<file path="src/rtl/arm_shift_unit.sv">
// arm_shift_unit: registered ARM operand-2 barrel shifter (LSL/LSR/ASR/ROR/RRX) with 1-cycle latency.
// Optional macro SHIFTER_RRX_EN: immediate ROR #0 decodes to RRX (op 100); undefined removes RRX.
module arm_shift_unit (
  input  logic        clk,
  input  logic        reset_n,
  input  logic [11:0] Instr,
  input  logic        rot_imm,
  input  logic        Rs_in,
  input  logic [31:0] shift_in,
  input  logic [5:0]  shift_val,
  input  logic        carry_flag,
  input  logic        in_valid,
  output logic [2:0]  op,
  output logic        src,
  output logic [31:0] shifter_operand,
  output logic        shifter_carry,
  output logic        out_valid
);

  typedef enum logic [2:0] {
    OP_LSL = 3'b000,
    OP_LSR = 3'b001,
    OP_ASR = 3'b010,
    OP_ROR = 3'b011,
    OP_RRX = 3'b100
  } shift_op_t;

  shift_op_t   op_d;
  logic        src_d;
  logic [5:0]  amt;
  logic [4:0]  amt_lo;
  logic [4:0]  lsl_idx;
  logic [4:0]  rsh_idx;
  logic [31:0] rot_res;
  logic [31:0] res_d;
  logic        carry_d;
  logic        unused_instr_bits;

  // The amount always arrives on shift_val from the upstream mux.
  assign unused_instr_bits = ^{Instr[11:7], Instr[3:0]};

  always_comb begin
    src_d = 1'b0;
    op_d  = OP_ROR;
    if (!rot_imm) begin
      src_d = Instr[4] & ~Rs_in;
      op_d  = shift_op_t'({1'b0, Instr[6:5]});
`ifdef SHIFTER_RRX_EN
      if (!src_d && shift_val == 6'd0 && Instr[6:5] == 2'b11)
        op_d = OP_RRX;
`endif
    end
  end

  // Immediate LSR/ASR #0 encode a shift by 32.
  always_comb begin
    amt = shift_val;
    if (!rot_imm && !src_d && shift_val == 6'd0 && (op_d == OP_LSR || op_d == OP_ASR))
      amt = 6'd32;
  end

  assign amt_lo  = amt[4:0];
  assign lsl_idx = 5'd0 - amt_lo;
  assign rsh_idx = amt_lo - 5'd1;
  assign rot_res = (shift_in >> amt_lo) | (shift_in << lsl_idx);

  always_comb begin
    res_d   = shift_in;
    carry_d = carry_flag;
    case (op_d)
      OP_LSL: begin
        if (amt != 6'd0) begin
          if (!amt[5]) begin
            res_d   = shift_in << amt_lo;
            carry_d = shift_in[lsl_idx];
          end else begin
            res_d   = '0;
            carry_d = (amt == 6'd32) ? shift_in[0] : 1'b0;
          end
        end
      end
      OP_LSR: begin
        if (amt != 6'd0) begin
          if (!amt[5]) begin
            res_d   = shift_in >> amt_lo;
            carry_d = shift_in[rsh_idx];
          end else begin
            res_d   = '0;
            carry_d = (amt == 6'd32) ? shift_in[31] : 1'b0;
          end
        end
      end
      OP_ASR: begin
        if (amt != 6'd0) begin
          if (!amt[5]) begin
            res_d   = $signed(shift_in) >>> amt_lo;
            carry_d = shift_in[rsh_idx];
          end else begin
            res_d   = {32{shift_in[31]}};
            carry_d = shift_in[31];
          end
        end
      end
      // Rotation carry is always the new bit 31, which also covers multiples of 32.
      OP_ROR: begin
        if (amt != 6'd0) begin
          res_d   = rot_res;
          carry_d = rot_res[31];
        end
      end
`ifdef SHIFTER_RRX_EN
      OP_RRX: begin
        res_d   = {carry_flag, shift_in[31:1]};
        carry_d = shift_in[0];
      end
`endif
      default: begin
        res_d   = shift_in;
        carry_d = carry_flag;
      end
    endcase
  end

  always_ff @(posedge clk or negedge reset_n) begin
    if (!reset_n) begin
      op              <= 3'b000;
      src             <= 1'b0;
      shifter_operand <= '0;
      shifter_carry   <= 1'b0;
      out_valid       <= 1'b0;
    end else begin
      op              <= op_d;
      src             <= src_d;
      shifter_operand <= res_d;
      shifter_carry   <= carry_d;
      out_valid       <= in_valid;
    end
  end

endmodule

</file>
<file path="config.mk">
export PLATFORM = sky130hd
export DESIGN_NAME = arm_shift_unit
export DESIGN_NICKNAME = d
export VERILOG_FILES = /design/src/rtl/arm_shift_unit.sv
export SDC_FILE = /design/constraint.sdc
export NUM_CORES = 1
export LEC_CHECK = 0
export CORE_MARGIN = 4
export CORE_UTILIZATION = 59
export CTS_CLUSTER_SIZE = 28
export DETAILED_ROUTE_END_ITERATION = 10
export GPL_TIMING_DRIVEN = 0
export PLACE_DENSITY = 0.85
export SYNTH_ARGS = -nofsm -noshare
export SYNTH_HDL_FRONTEND = slang
export SYNTH_SLANG_ARGS = --single-unit
</file>
<file path="constraint.sdc">
create_clock -name clk -period 0.8 [get_ports clk]
set_input_delay 0.24 -clock clk [delete_from_list [all_inputs] [get_ports clk]]
set_output_delay 0.24 -clock clk [all_outputs]
set_load 0.02 [all_outputs]
</file>
==> results of run 1 <==
cells by family after synthesis:
| logic type | synth area share [%] |
|---|---|
| other | 0.0463 |
| xor gates and xnor gates | 1.02 |
| muxes | 37.7 |
| buffers and inverters | 8.55 |
| DFF | 11.4 |
| AOI/OAI and AO/OA | 23.3 |
| adders and majority gates | 0.773 |
| and+or+nand+nor | 17.2 |
per-stage QoR:
step | cell area [um^2] | setup slack [ns] | TNS [ns]
4_1_cts | 10800 | -1.84 | -61.72
3_5_place_dp | 9220 | -2.99 | -107.34
3_3_place_gp | 9220 | -3.03 | -147.64
2_1_floorplan | 8220 | -1.99 | -60.00
layer usage:
layer / overflow / GRT usage [%]
met1: 2 / 83.2
met2: 81 / 93.6
met3: 8 / 72.4
met4: 54 / 80.6
met5: 0 / 34.7
repair_timing:
item | in CTS
cloned | 3
resized for setup | 499
endpoints found under the setup margin | 73
pin swaps | 35
setup buffers | 57
==> impl_summary.log, run 1 <==
[metrics] outcome: did not finish
[metrics] Last stage: global routing
[metrics] run-stopping error: [ERROR GRT-0232] Routing congestion too high. Check the congestion heatmap in the GUI.
[metrics] most frequent cells after synthesis: 125 x sky130_fd_sc_hd__nor2_1, 92 x sky130_fd_sc_hd__mux4_2, 92 x sky130_fd_sc_hd__nand2_1
[metrics] share of the yosys chip area belonging to registers: 11.4%
[metrics] CTS Buf Count: 5
[metrics] chip width: 125 um
[metrics] number of hold-repair buffers added at the cts stage: 0
[metrics] biggest area contributors in the synthesized netlist: sky130_fd_sc_hd__mux4_2 26%, sky130_fd_sc_hd__dfrtp_1 11%, sky130_fd_sc_hd__mux2i_1 8.2%
[metrics] total overflow reported by the global router: ~150
[metrics] library cells used by synthesis: 77
[metrics] vertical die dimension: 125 um
[metrics] synthesized netlist net count: 1018
[metrics] number of ports placed on the die boundary: 94
[metrics] number of buffer cells added on primary ports: 78
[metrics] Gate Count Post-Synth: 957
[metrics] number of rows in the core area: between 40 and 50
[metrics] Synth top area share: 25.6%
[metrics] routability congestion estimate from global placement: 1.34
[metrics] Clock H-tree levels: 2
[metrics] overall routing resource usage: 82.1%
[metrics] maximum number of pins on one net before global-route repair: 38
[metrics] most frequently used flop master after synthesis: sky130_fd_sc_hd__dfrtp_1
[metrics] top-count cell post-synth: sky130_fd_sc_hd__nor2_1
[metrics] buffers from clock root to sink, at most: 2
[metrics] synthesized flop and latch total: 37
[metrics] clock root buffer: sky130_fd_sc_hd__clkbuf_16
[metrics] clk sinks: 37
[metrics] worst_ep kind: register data pin
[metrics] Post-synth EDFFs: 0
[metrics] area of the mapped netlist: 0.00809 mm^2
[metrics] mean post-synth cell area: roughly 8.5 um^2
[metrics] count of synthesis-stage warnings from yosys: 0
[metrics] half-perimeter wire length after placement: 32900 um
[metrics] initial cell density of the core: about three fifths
[metrics] dominant cell type by area after synthesis: sky130_fd_sc_hd__mux4_2
[metrics] post-GRT worst EP: shifter_operand[10]$_DFF_PN0_/D
[metrics] number of placed instances with taps included: roughly 1.2k
[metrics] fraction of synthesis flops using an asynchronous set or reset pin: between 90% and 100%
==> inputs of run 2 (changes only) <==
- CORE_UTILIZATION: 59 -> 40
- CTS_CLUSTER_SIZE: 28 -> not set
- PLACE_DENSITY: 0.85 -> not set
- PLACE_DENSITY_LB_ADDON: not set -> 0.15
==> run 2 against run 1 <==
The flow now finishes, with violations (setup timing). Area after synthesis is the same. Synthesized cell count unchanged.
==> impl_summary.log, run 2 <==
[metrics] outcome: complete, but fails checks
[metrics] violated checks: setup timing
[metrics] routability congestion estimate from global placement: 1.13
[metrics] switching component of the power: 7.56 mW
[metrics] count of synthesis-stage warnings from yosys: 0
[metrics] CP cell instances: buf_12 > buf_12 > buf_12 > inv_8 > buf_12 > ha_4 > buf_12 > buf_4 > mux4_2 > mux2_4 > nand2_4 > o21ai_4 > a221oi_4 > o21ai_2 > a22o_1
[metrics] slew at the pin closest to its max-slew limit: 0.826 ns
[metrics] initial antenna violation count: 0
[metrics] proportion of power drawn by combinational gates: 71.0%
[metrics] mean post-synth cell area: 8.46 um^2
[metrics] synthesized netlist net count: 1018
[metrics] count of unresolved DRC violations after routing: 0
[metrics] library cells used by synthesis: 77
[metrics] Max Transition Viols Final: 0
[metrics] half-perimeter wire length after placement: 37900 um
[metrics] area of the mapped netlist: 0.00809 mm^2
[metrics] worst-path cell with the longest stage delay: sky130_fd_sc_hd__mux4_2
[metrics] clock-pin slew of the registers on the worst-case setup and hold paths: 0.05 ns
[metrics] clock tree from TritonCTS: done
[metrics] number of rows in the core area: 51
[metrics] leading registers by flop count: shifter_operand: 32 flops, op: 2 flops
[metrics] CTS Buf Count: 5
[metrics] placeable core region: approximately 0.020 mm^2
[metrics] total routed wirelength: 53100 um
[metrics] Fmax: 0.364 GHz
[metrics] Critical Path RT: 0.97 ns
[metrics] layout cells sized above 1: between 50 and 60%
[metrics] final worst setup slack: -1.95 ns
[metrics] final routed wire length divided by cell count: 37.3 um
[metrics] chip width: 150 um
[metrics] sequential fraction of design power: 14.5%
[metrics] Reg with most FFs: shifter_operand
[metrics] share of the yosys chip area belonging to registers: 11.4%
[metrics] total overflow reported by the global router: 0
[metrics] fraction of power spent switching nets: 46.5%
[metrics] type of origin of the critical path: input port
[metrics] Int Pwr: 8.68 mW
[metrics] number of placed instances with taps included: 1300
[metrics] number of buffer cells added on primary ports: 78
[metrics] nature of the critical path endpoint: flip-flop
[metrics] WP depth: 15
[metrics] post-route cell area: 0.0124 mm^2
[metrics] flip-flop count of the largest register after layout: 32
[metrics] type of the worst setup path: in2reg
[metrics] most frequent cells after synthesis: 125 x sky130_fd_sc_hd__nor2_1, 92 x sky130_fd_sc_hd__mux4_2, 92 x sky130_fd_sc_hd__nand2_1
[metrics] first-pass GRT wire length: 72600 um
[metrics] Setup TNS Final: -65.95 ns
[metrics] worst hold slack: 0.0462 ns
[metrics] dominant cell type by area after synthesis: sky130_fd_sc_hd__mux4_2
[metrics] initial cell density of the core: 41.2%
[metrics] headroom to the max-slew limit: 44.9%
[metrics] clk sinks: 37
[metrics] Final Net Count: 1217
[metrics] number of global-route vias before repair: 10.1k
[metrics] biggest area contributors in the synthesized netlist: sky130_fd_sc_hd__mux4_2 26%, sky130_fd_sc_hd__dfrtp_1 11%, sky130_fd_sc_hd__mux2i_1 8.2%
[metrics] buffers from clock root to sink, at most: 2
[metrics] most frequently used flop master after synthesis: sky130_fd_sc_hd__dfrtp_1
[metrics] overall routing resource usage: 45.1%
[metrics] floorplan die area: 0.0226 mm^2
[metrics] proportion of power drawn by the clock network: around 14%
[metrics] Clock H-tree levels: 2
[metrics] count of buffering cells on the critical path with inverters included: 7
[metrics] end-of-flow core utilization: 63.2%
[metrics] setup repair after global routing missed its margin: true
[metrics] MaxCap Viol Count: 0
[metrics] number of hold-repair buffers added at the cts stage: 0
[metrics] top-count cell post-synth: sky130_fd_sc_hd__nor2_1
[metrics] clock root buffer: sky130_fd_sc_hd__clkbuf_16
[metrics] total power density per cell area: 1310 mW/mm^2
[metrics] fraction of synthesis flops using an asynchronous set or reset pin: 100%
[metrics] final count of hold timing violations: 0
[metrics] delay contributed by the slowest stage of the critical path: 0.48 ns
[metrics] synthesized flop and latch total: 37
[metrics] arrival time of the worst setup path: between 2 and 3 ns
[metrics] router iterations before antenna repair: 8
[metrics] maximum fanout encountered on the critical timing path: 6
[metrics] maximum number of pins on one net before global-route repair: 38
[metrics] Most common cell on crit path: sky130_fd_sc_hd__buf_12
[metrics] number of ports placed on the die boundary: 94
[metrics] most common cell after layout, fill and taps aside: sky130_fd_sc_hd__nor2_1
[metrics] family with the most delay on the worst path: compound AO/OA/AOI/OAI gates
[metrics] vertical die dimension: ~150 um
[metrics] Gate Count Post-Synth: ~960
[metrics] Placed Instance Area: roughly 0.0093 mm^2
[metrics] Post-synth EDFFs: 0
[metrics] starting DRC count in detailed routing: between 1.5k and 2k
[metrics] final count of negative-setup-slack endpoints: 70
[metrics] highest-count cells in the layout ignoring fill and taps: 102 x sky130_fd_sc_hd__nor2_1, 101 x sky130_fd_sc_hd__buf_4, 92 x sky130_fd_sc_hd__mux4_2
[metrics] total number of vias: 10.8k
[metrics] end of the critical path: shifter_operand[8]$_DFF_PN0_
[metrics] Leakage Power: 4.82 nW
[metrics] ratio of final minimum period to clock period: 344%
[metrics] startpoint of the most critical setup path: shift_val[0]
[metrics] worst-case vdd ir drop: 0.000851 V
[metrics] Final ANT Viol Nets: 0
[metrics] number of diodes added for antenna fixing: 0
[metrics] minimum clock period: 2.75 ns
[metrics] worst hold path class: in2async
[metrics] Area growth syn-to-layout: 53.5%
[metrics] Avg Vias per Cell: 7.62
[metrics] Synth top area share: 25.6%
[metrics] post-layout instance count excluding filler cells: 1422
[run 2: cell counts after synthesis]
Identical to the previous run, type by type.
[run 2: cell type report]
type	count	area [um^2]
buffer	117	1200
clock buffer	6	139
clock inverter	2	37.5
sequential	37	926
fill	1640	7230
timing repair buffer	196	1910
multi-input combinational	786	7820
inverter	13	73.8
tap	265	332
[run 2: cells by family after synthesis]
kind of cell,Yosys count,synth area share [%]
simple gates,305,17.2
compound gates,282,23.3
mux,186,37.7
buf+inv,135,8.55
flops,37,11.4
xor+xnor,6,1.02
fa+ha+maj,5,0.773
other cells,1,0.0463
[run 2: through the flow]
step	worst slack, ns	power [mW]
after floorplan	-1.99	7.26
after global placement	-3.19	10.7
after detailed placement	-3.09	10.6
after CTS	-1.81	14.9
after global routing	-2.00	16.5
final	-1.95	16.2
[run 2: worst min path at each step]
| stage | to |
|---|---|
| global placement | out_valid$_DFF_PN0_ |
| global route | shifter_operand[10]$_DFF_PN0_ |
| finish | shifter_operand[10]$_DFF_PN0_ |
| CTS | shifter_operand[10]$_DFF_PN0_ |
| detailed placement | shifter_operand[10]$_DFF_PN0_ |
| floorplan | op[0]$_DFF_PN0_ |
[run 2: power by group through the flow]
stage          Combinational (mW)  Sequential, mW  Clock, mW
2_1_floorplan                4.50            2.76          0
3_3_place_gp                 8.36            2.31          0
3_5_place_dp                 8.30            2.32          0
4_1_cts                      10.2            2.35       2.38
5_1_grt                      11.7            2.38       2.49
6_report                     11.5            2.35       2.35
[run 2: timing repair]
item / CTS / global route
cloned: 2 / 1
buffers inserted: 79 / 40
pin swaps: 52 / 41
gates resized for setup: 634 / 99
endpoints found under the setup margin: 73 / 71
[run 2: per-layer routing]
layer | routed length [um] | GRT usage (%) | up-vias
met5 | 0 | 0 | -
met1 | 18100 | 57.2 | 5093
met3 | 8040 | 14.0 | 384
met4 | 5570 | 29.5 | 0
met2 | 21400 | 66.2 | 1251
li1 | - | - | 4113
(Power assumes the default switching activity.)
==> inputs of run 3 (changes only) <==
- CTS_CLUSTER_DIAMETER: not set -> 50
==> results of run 3 <==
The final DEF is identical to that of run 2; final timing and power are the same.
==> inputs of run 4 (changes only) <==
- SLEW_MARGIN: not set -> 20
==> run 4 against run 3 <==
The flow still finishes with violations (setup timing). Setup slack better by 0.014 ns. Clock-buffer cell count stayed put. Critical path depth is 2 lower. Sequential cell count stayed put. Hold slack better by 0.19 ns. Highest routed layer unchanged. Die area stayed put. Sequential power hardly changed. Maximum frequency is 0.52% higher.
==> impl_summary.log, run 4 (synthesized netlist as in run 2, its figures left out) <==
[metrics] count of buffering cells on the critical path with inverters included: 6
[metrics] initial cell density of the core: 41.2%
[metrics] Setup TNS Final: -64.36 ns
[metrics] count of filler cells inserted in the layout: 1625
[metrics] total overflow reported by the global router: 0
[metrics] maximum number of pins on one net before global-route repair: 34
[metrics] number of buffer cells added on primary ports: a little under 80
[metrics] Int Pwr: 8.76 mW
[metrics] worst hold path class: in2reg
[metrics] delay contributed by the slowest stage of the critical path: between 0.5 and 0.6 ns
[metrics] chip width: around 150 um
[metrics] Fmax: ~0.37 GHz
[metrics] Final ANT Viol Nets: 0
[metrics] count of unresolved DRC violations after routing: 0
[metrics] vertical die dimension: between 150 and 200 um
[metrics] slew at the pin closest to its max-slew limit: 0.848 ns
[metrics] WP depth: 13
[metrics] number of rows in the core area: 51
[metrics] first-pass GRT wire length: around 73000 um
[metrics] CTS Buf Count: 5
[metrics] fraction of power spent switching nets: 46.2%
[metrics] Final Net Count: 1225
[metrics] final count of hold timing violations: 0
[metrics] clock root buffer: sky130_fd_sc_hd__clkbuf_16
[metrics] clock tree from TritonCTS: done
[metrics] Critical Path RT: around 0.96 ns
[metrics] Most common cell on crit path: sky130_fd_sc_hd__buf_12
[metrics] MaxCap Viol Count: 0
[metrics] Clock H-tree levels: 2
[metrics] Area growth syn-to-layout: 55.2%
[metrics] number of diodes added for antenna fixing: 0
[metrics] maximum fanout encountered on the critical timing path: 5
[metrics] proportion of power drawn by combinational gates: between 70% and 80%
[metrics] type of origin of the critical path: input port
[metrics] total routed wirelength: 52300 um
[metrics] final worst setup slack: -1.93 ns
[metrics] highest-count cells in the layout ignoring fill and taps: 106 x sky130_fd_sc_hd__buf_4, 101 x sky130_fd_sc_hd__nor2_1, 92 x sky130_fd_sc_hd__mux4_2
[metrics] minimum clock period: 2.73 ns
[metrics] sequential fraction of design power: 14.4%
[metrics] final routed wire length divided by cell count: 36.6 um
[metrics] most common cell after layout, fill and taps aside: sky130_fd_sc_hd__buf_4
[metrics] buffers from clock root to sink, at most: 2
[metrics] clock-pin slew of the registers on the worst-case setup and hold paths: 0.05 ns
[metrics] flip-flop count of the largest register after layout: 32
[metrics] setup repair after global routing missed its margin: true
[metrics] multi-input logic area: 0.00784 mm^2
[metrics] arrival time of the worst setup path: between 2 and 3 ns
[metrics] layout cells sized above 1: 52.5%
[metrics] router iterations before antenna repair: 9
[metrics] CP cell instances: buf_12 > buf_12 > buf_12 > inv_8 > buf_12 > ha_4 > buf_4 > mux4_2 > mux2_4 > nand2_4 > o21ai_4 > a221o_1 > a221o_1
[metrics] Leakage Power: 4.80 nW
[metrics] total number of vias: between 10k and 15k
[metrics] type of the worst setup path: in2reg
[metrics] total power density per cell area: 1300 mW/mm^2
[metrics] starting DRC count in detailed routing: 2115
[metrics] post-layout instance count excluding filler cells: about 1.4k
[metrics] outcome: complete, but fails checks
[metrics] number of global-route vias before repair: 10.1k
[metrics] overall routing resource usage: 45.0%
[metrics] Avg Vias per Cell: between 7 and 8
[metrics] proportion of power drawn by the clock network: between 10% and 20%
[metrics] number of placed instances with taps included: roughly 1.3k
[metrics] initial antenna violation count: 0
[metrics] headroom to the max-slew limit: between 40% and 50%
[metrics] Reg with most FFs: shifter_operand
[metrics] ratio of final minimum period to clock period: 342%
[metrics] number of ports placed on the die boundary: 94
[metrics] hold path cells: 3
[metrics] violated checks: setup timing
[metrics] Max Transition Viols Final: 0
[metrics] routability congestion estimate from global placement: 1.13
[metrics] nature of the critical path endpoint: flip-flop
[metrics] leading registers by flop count: shifter_operand: 32 flops, op: 2 flops
[metrics] worst-case vdd ir drop: between 0.0008 and 0.0009 V
[metrics] clk sinks: 37
[metrics] Final Total Pwr: 16.3 mW
[metrics] final count of negative-setup-slack endpoints: 70
[metrics] worst-path cell with the longest stage delay: sky130_fd_sc_hd__mux4_2
[metrics] floorplan die area: about 0.023 mm^2
[metrics] family with the most delay on the worst path: multiplexers
[metrics] placeable core region: 0.0197 mm^2
[metrics] worst slack after detailed placement: -3.11 ns
[metrics] sequential cell area in the final layout: 926 um^2
[metrics] switching component of the power: 7.52 mW
[metrics] half-perimeter wire length after placement: 37900 um
run 4: cell types whose count changed in the layout (fill, tap and decap cells not counted), sizes merged:
| cell | before | now |
|---|---|---|
| clkdlybuf4s50 | 20 | 17 |
| clkdlybuf4s15 | 1 | 2 |
| dlygate4sd2 | 8 | 17 |
| clkbuf | 69 | 65 |
| xnor2 | 6 | 5 |
| dlygate4sd3 | 0 | 1 |
| dlymetal6s2s | 8 | 1 |
| buf | 213 | 225 |
run 4: tightest hold or removal path, stage by stage:
cell	delay (ns)
sky130_fd_sc_hd__buf_8	0.08
sky130_fd_sc_hd__buf_4	0.12
sky130_fd_sc_hd__nor2_1	0.05
run 4: final cells by class:
class / count / share of cell area (%)
clock inverter: 2 / 0.299
sequential: 37 / 7.37
inverter: 13 / 0.588
clock buffer: 6 / 1.11
buffer: 117 / 9.48
tap: 265 / 2.64
timing repair buffer: 205 / 16.1
multi-input combinational: 785 / 62.4
run 4: routing by layer:
layer	track usage, %	wire length, um
met3	13.6	7630
met2	65.2	21300
met4	33.1	5480
met5	0	0
met1	56.5	17900
run 4: power groups by stage:
stage | clock network (mW) | registers (mW) | logic (mW)
after CTS | 2.36 | 2.35 | 10.3
final | 2.33 | 2.35 | 11.6
after global placement | 0 | 2.31 | 8.36
after global routing | 2.47 | 2.38 | 11.7
after detailed placement | 0 | 2.31 | 8.30
after floorplan | 0 | 2.76 | 4.50
run 4: per-stage QoR:
stage          util, %  instance area [um^2]  hold WS, ns
5_1_grt           63.9                 12600        0.240
6_report          63.9                 12600        0.238
2_1_floorplan        -                  8220      -0.0556
3_3_place_gp      47.5                  9330        0.688
3_5_place_dp      47.6                  9350       0.0683
4_1_cts           60.7                 11900        0.220
run 4: path summary, 6_finish.rpt:
path | start | end
worst max-delay path | shift_val[0] | shifter_operand[10]$_DFF_PN0_
worst min-delay path | rot_imm | src$_DFF_PN0_
max in group asynchronous | reset_n | shifter_operand[25]$_DFF_PN0_
min in group asynchronous | reset_n | op[1]$_DFF_PN0_
run 4: timing repair:
| action | CTS | global route |
|---|---|---|
| pin swaps | 69 | 69 |
| gates cloned | 2 | 0 |
| endpoints found under the hold margin | 20 | 0 |
| buffers inserted | 97 | 29 |
| endpoints found under the setup margin | 73 | 70 |
| hold buffers | 1 | 0 |
| gates resized for setup | 650 | 112 |
